$ cat src/rtl/mips_pkg.sv
// Shared MIPS core definitions: load-size encoding, register-file addressing and
// the write-back stage state encoding.
package mips_pkg;

  localparam int REG_ADDR_WIDTH = 5;
  localparam logic [REG_ADDR_WIDTH-1:0] ZERO_REG = '0;

  // Same encoding as the data-memory byte masks.
  typedef enum logic [1:0] {
    LS_WORD = 2'b00,
    LS_3B   = 2'b01,
    LS_HALF = 2'b10,
    LS_BYTE = 2'b11
  } load_size_t;

  typedef enum logic {
    ST_RUN,
    ST_HALTED
  } wb_state_t;

endpackage

$ cat src/rtl/load_formatter.sv
// Sign/zero extension of zero-padded load data to a full register word.
// Purely combinational so any load path can reuse it.
module load_formatter
  import mips_pkg::*;
#(
  parameter int DATA_WIDTH = 32
) (
  input  logic [DATA_WIDTH-1:0] data,
  input  logic [1:0]            size,
  input  logic                  load_unsigned,
  output logic [DATA_WIDTH-1:0] ext
);

  logic signed [7:0]  byte_s;
  logic signed [15:0] half_s;
  logic signed [23:0] tri_s;

  always_comb begin
    byte_s = signed'(data[7:0]);
    half_s = signed'(data[15:0]);
    tri_s  = signed'(data[23:0]);
    ext    = data;
    case (load_size_t'(size))
      LS_BYTE: ext = load_unsigned ? DATA_WIDTH'(data[7:0])  : DATA_WIDTH'(byte_s);
      LS_HALF: ext = load_unsigned ? DATA_WIDTH'(data[15:0]) : DATA_WIDTH'(half_s);
      LS_3B:   ext = load_unsigned ? DATA_WIDTH'(data[23:0]) : DATA_WIDTH'(tri_s);
      LS_WORD: ext = data;
      default: ext = data;
    endcase
  end

endmodule

$ cat src/rtl/mem_wb_stage.sv
// MEM/WB pipeline register: selects and formats write-back data, drives the
// register-file write port (also the forwarding source), counts retired ops, latches HALT.
module mem_wb_stage #(
  parameter int DATA_WIDTH     = 32,
  parameter int REG_ADDR_WIDTH = 5,
  parameter int CNT_WIDTH      = 32
) (
  input  logic                      clk,
  input  logic                      rst,
  input  logic                      i_valid,
  input  logic                      i_stall,
  input  logic                      i_flush,
  input  logic                      i_reg_write,
  input  logic                      i_mem_to_reg,
  input  logic                      i_link,
  input  logic                      i_halt,
  input  logic [1:0]                i_load_size,
  input  logic                      i_load_unsigned,
  input  logic [REG_ADDR_WIDTH-1:0] i_rd,
  input  logic [DATA_WIDTH-1:0]     i_alu_result,
  input  logic [DATA_WIDTH-1:0]     i_mem_data,
  input  logic [DATA_WIDTH-1:0]     i_pc_link,
  output logic                      o_wb_en,
  output logic [REG_ADDR_WIDTH-1:0] o_wb_addr,
  output logic [DATA_WIDTH-1:0]     o_wb_data,
  output logic                      o_valid,
  output logic [CNT_WIDTH-1:0]      o_retired,
  output logic                      o_halted
);

  import mips_pkg::*;

  logic [DATA_WIDTH-1:0] load_ext;
  logic [DATA_WIDTH-1:0] wb_sel;
  logic                  wr_req;
  wb_state_t             state;

  load_formatter #(
    .DATA_WIDTH(DATA_WIDTH)
  ) u_load_formatter (
    .data          (i_mem_data),
    .size          (i_load_size),
    .load_unsigned (i_load_unsigned),
    .ext           (load_ext)
  );

  // Link beats load beats ALU; HALT never writes and $zero is never written.
  always_comb begin
    wb_sel = i_alu_result;
    if (i_link)
      wb_sel = i_pc_link;
    else if (i_mem_to_reg)
      wb_sel = load_ext;
    wr_req = i_valid & i_reg_write & ~i_halt & (i_rd != REG_ADDR_WIDTH'(ZERO_REG));
  end

  // MEM -> WB boundary
  always_ff @(posedge clk or negedge rst) begin
    if (!rst) begin
      state     <= ST_RUN;
      o_valid   <= 1'b0;
      o_wb_en   <= 1'b0;
      o_wb_addr <= '0;
      o_wb_data <= '0;
      o_retired <= '0;
    end else if (state == ST_HALTED || i_flush) begin
      o_valid   <= 1'b0;
      o_wb_en   <= 1'b0;
      o_wb_addr <= '0;
      o_wb_data <= '0;
    end else if (!i_stall) begin
      o_valid   <= i_valid;
      o_wb_en   <= wr_req;
      o_wb_addr <= i_rd;
      o_wb_data <= wb_sel;
      if (i_valid)
        o_retired <= o_retired + CNT_WIDTH'(1);
      if (i_valid && i_halt)
        state <= ST_HALTED;
    end
  end

  assign o_halted = (state == ST_HALTED);

endmodule

$ cat config.mk
export PLATFORM = sky130hd
export DESIGN_NAME = mem_wb_stage
export DESIGN_NICKNAME = d
export VERILOG_FILES = /design/src/rtl/mips_pkg.sv /design/src/rtl/load_formatter.sv /design/src/rtl/mem_wb_stage.sv
export SDC_FILE = /design/constraint.sdc
export NUM_CORES = 1
export LEC_CHECK = 0
export ABC_AREA = 1
export BUFFER_PORTS_ARGS = -buffer_cell sky130_fd_sc_hd__buf_2
export CAP_MARGIN = 10
export CORE_ASPECT_RATIO = 1.4
export CORE_MARGIN = 2
export CORE_UTILIZATION = 40
export DETAILED_ROUTE_END_ITERATION = 7
export PLACE_DENSITY = 0.8
export SLEW_MARGIN = 20
export SYNTH_ARGS = -nofsm -noshare
export SYNTH_HDL_FRONTEND = slang
export SYNTH_SLANG_ARGS = --single-unit
$ cat constraint.sdc
create_clock -name clk -period 2.6 [get_ports clk]
set_clock_uncertainty 0.1 [all_clocks]
set_input_delay 0.13 -clock clk [delete_from_list [all_inputs] [get_ports clk]]
set_output_delay 0.13 -clock clk [all_outputs]
set_load 0.02 [all_outputs]
==> impl_metrics.tcl <==
set metrics [dict create \
    coreArea_sq_um 10500 \
    num_rows 44 \
    ios 185 \
    yosysSeqAreaShare_pct 41.8 \
    tritoncts "done" \
    drt-initial-drc-count 202 \
    slew_viol_final 0 \
    ir_drop_mv 0.351 \
    regArea_sq_um 1800 \
    hold_violations 0 \
    clk_pin_slew_ns 0.06 \
    synth_warnings 0 \
    antenna_found_initial 0 \
    p_leak_uw 0.00328 \
    p_per_area_nw_per_um2 529 \
    h-tree-depth 3 \
    outcome "finished clean" \
    die_area_sq_um 11600 \
    nNetsFinal 949 \
    initial_core_util_pct 41.2 \
    overflow 0 \
    design_area_sq_um 5800 \
    clock-sinks 72 \
    rsz0062_at_grt "false" \
    min_period_ns 1.98 \
    path_max_fanout 16 \
    post-place-ws_ns 0.781 \
    cp-end-kind "flip-flop" \
    root_buffer "clkbuf_16" \
    postPlaceCellArea_sq_um 5350 \
    cap_violations 0 \
    ctsResizeCount 0 \
    die_x_microns 91.7 \
    drive_gt1_share_pct 25.7 \
    min_path_cells 5 \
    grt_pass1_vias 4524 \
    min_to "o_wb_data[28]$_DFFE_PN0P_" \
    drc 0 \
    mostFrequentLayoutCell "nand2_1" \
    grt.total_usage_pct 24.0 \
    cts_setup_buffers 0 \
    ant_nets 0 \
    die_h_microns 127 \
    syn_area_sq_um 4310 \
    place_congestion 0.933 \
    r2r_slack_ns 0.62 \
    hp-start "i_alu_result[28]" \
    ys_seq_elements 72 \
    final_cell_mix "nand2_1 (284), buf_2 (183), dfrtp_1 (72)" \
    critPathRequiredTime_ns 2.72 \
    critPathKind "flip-flop to flip-flop" \
    routedWlPerCell_microns 13.9 \
    critical_path_arrival_ns 2.10 \
    routed_wl_microns 13600 \
    area_growth_pct 34.6 \
    ys_types 28 \
    hpwl_microns 10000 \
    relSlewSlack_pct 38.3 \
    finalSetupViolations 0 \
    vias 4813 \
    avgSynthCellArea_sq_um 6.73 \
    hold_ws_ns 0.00168 \
    fillCellCount 1052 \
    clockBufferDepth 2 \
    clk_latency_ns 0.34 \
    worst-r2r-cell-count 6 \
    timing.setup.tns_ns 0 \
    fin_crit_sh_pct 76.1 \
    syn_inst 641 \
    cts_buffers 9 \
    start_kind "flip-flop" \
    reg2reg_to "o_wb_en$_DFFE_PN0P_" \
    layout_setup_ws_ns 0.620 \
    multi_input_area_sq_um 2180 \
    hp-class "input port to flip-flop" \
    antennaDiodeCount 0 \
    drtPass1Iterations 4 \
    r2r_start "o_halted$_DFFE_PN0P_" \
    grt_max_degree 73 \
    p_total_uw 3070 \
    io_buffer_count 184 \
    timing.fmax_mhz 505 \
    worst_pin_slew_ns 0.926 \
    via_per_inst 4.93 \
    grt_pass1_wl_microns 21900 \
    synth_nets 755 \
]
==> synth_stat cells <==
cell type | instances | area [sq um]
o21bai_1 | 1 | 7.51
nor2_4 | 4 | 45.0
xor2_1 | 6 | 52.6
a22o_1 | 2 | 17.5
nand3b_1 | 8 | 60.1
nand3_2 | 2 | 20.0
ha_1 | 1 | 12.5
o21ai_0 | 34 | 170
a21oi_1 | 64 | 320
clkinv_1 | 2 | 7.51
o21ai_1 | 2 | 10.0
nor2_2 | 3 | 18.8
nor3_1 | 4 | 20.0
clkbuf_1 | 12 | 45.0
buf_1 | 1 | 3.75
nand3_4 | 1 | 17.5
inv_2 | 1 | 3.75
inv_1 | 62 | 233
nand2_1 | 284 | 1070
nand3_1 | 9 | 45.0
buf_2 | 8 | 40.0
nand4_1 | 6 | 37.5
nor2_1 | 41 | 154
xnor2_1 | 8 | 70.1
a21oi_4 | 1 | 16.3
nand2_2 | 1 | 6.26
nor3_2 | 1 | 10.0
dfrtp_1 | 72 | 1800
==> worst max-delay path, cell delays in order (launching register included) <==
cell and delay, ns:
dfrtp_1 0.40, nor2_2 0.07, nand3_4 0.19, clkinv_1 0.32
nand4_1 0.17, dlygate4sd3_1 0.55, nand2_1 0.05
==> kinds of logic (layout without fill, tap and decap cells) <==
group	Yosys count	after routing	synth area share [%]
compound gates	104	104	12.6
xor+xnor	14	14	2.84
fa+ha+maj	1	1	0.290
buf+inv	86	284	7.72
flops	72	72	41.8
simple gates	364	364	34.8
==> metrics by stage <==
step                utilization (%)  instances
finish                         55.5        977
global route                   55.5        977
floorplan                         -        641
detailed placement             51.2        946
CTS                            55.5        977
global placement               51.2        946
==> worst max path at each step <==
stage	cells after the start	from	to	slack (ns)
after CTS	6	o_halted$_DFFE_PN0P_	o_wb_en$_DFFE_PN0P_	0.60
final	6	o_halted$_DFFE_PN0P_	o_wb_en$_DFFE_PN0P_	0.62
after global routing	6	o_halted$_DFFE_PN0P_	o_wb_en$_DFFE_PN0P_	0.45
after floorplan	8	o_retired[1]$_DFFE_PN0P_	o_retired[18]$_DFFE_PN0P_	0.98
after detailed placement	7	i_mem_to_reg	o_wb_data[22]$_DFFE_PN0P_	0.78
after global placement	7	i_mem_to_reg	o_wb_data[22]$_DFFE_PN0P_	0.79
==> cell type report <==
| cell class | instances | area share, % |
|---|---|---|
| flip-flops and latches | 72 | 31.0 |
| well taps | 138 | 2.98 |
| clock inverters | 3 | 0.733 |
| multi-input cells | 483 | 37.6 |
| inverters | 65 | 4.20 |
| repair buffers | 204 | 19.2 |
| clock buffers | 12 | 4.25 |
==> state kept, by name, indices dropped and copies added (netlist names) <==
signal,cells
o_halted,1
o_retired,32
o_valid,1
o_wb_addr,5
o_wb_data,32
o_wb_en,1
==> metal layers <==
| layer | track usage [%] | wire [microns] | vias up |
|---|---|---|---|
| met2 | 41.2 | 6660 | 223 |
| met3 | 3.38 | 975 | 32 |
| met4 | 13.0 | 546 | 0 |
| met5 | 0 | 0 | - |
| li1 | - | - | 2395 |
| met1 | 28.9 | 5360 | 2163 |
==> report_power, final <==
group	internal, uW	switching (uW)	leakage, uW
combinational	216	370	0.00217
sequential	1190	70.2	0.000975
clock	762	460	0.000139
total	2170	900	0.00328
==> timing repair <==
item	CTS	global route
hold endpoints to repair	86	0
setup endpoints to repair	0	0
hold buffers	16	0
(Power assumes the default switching activity.)
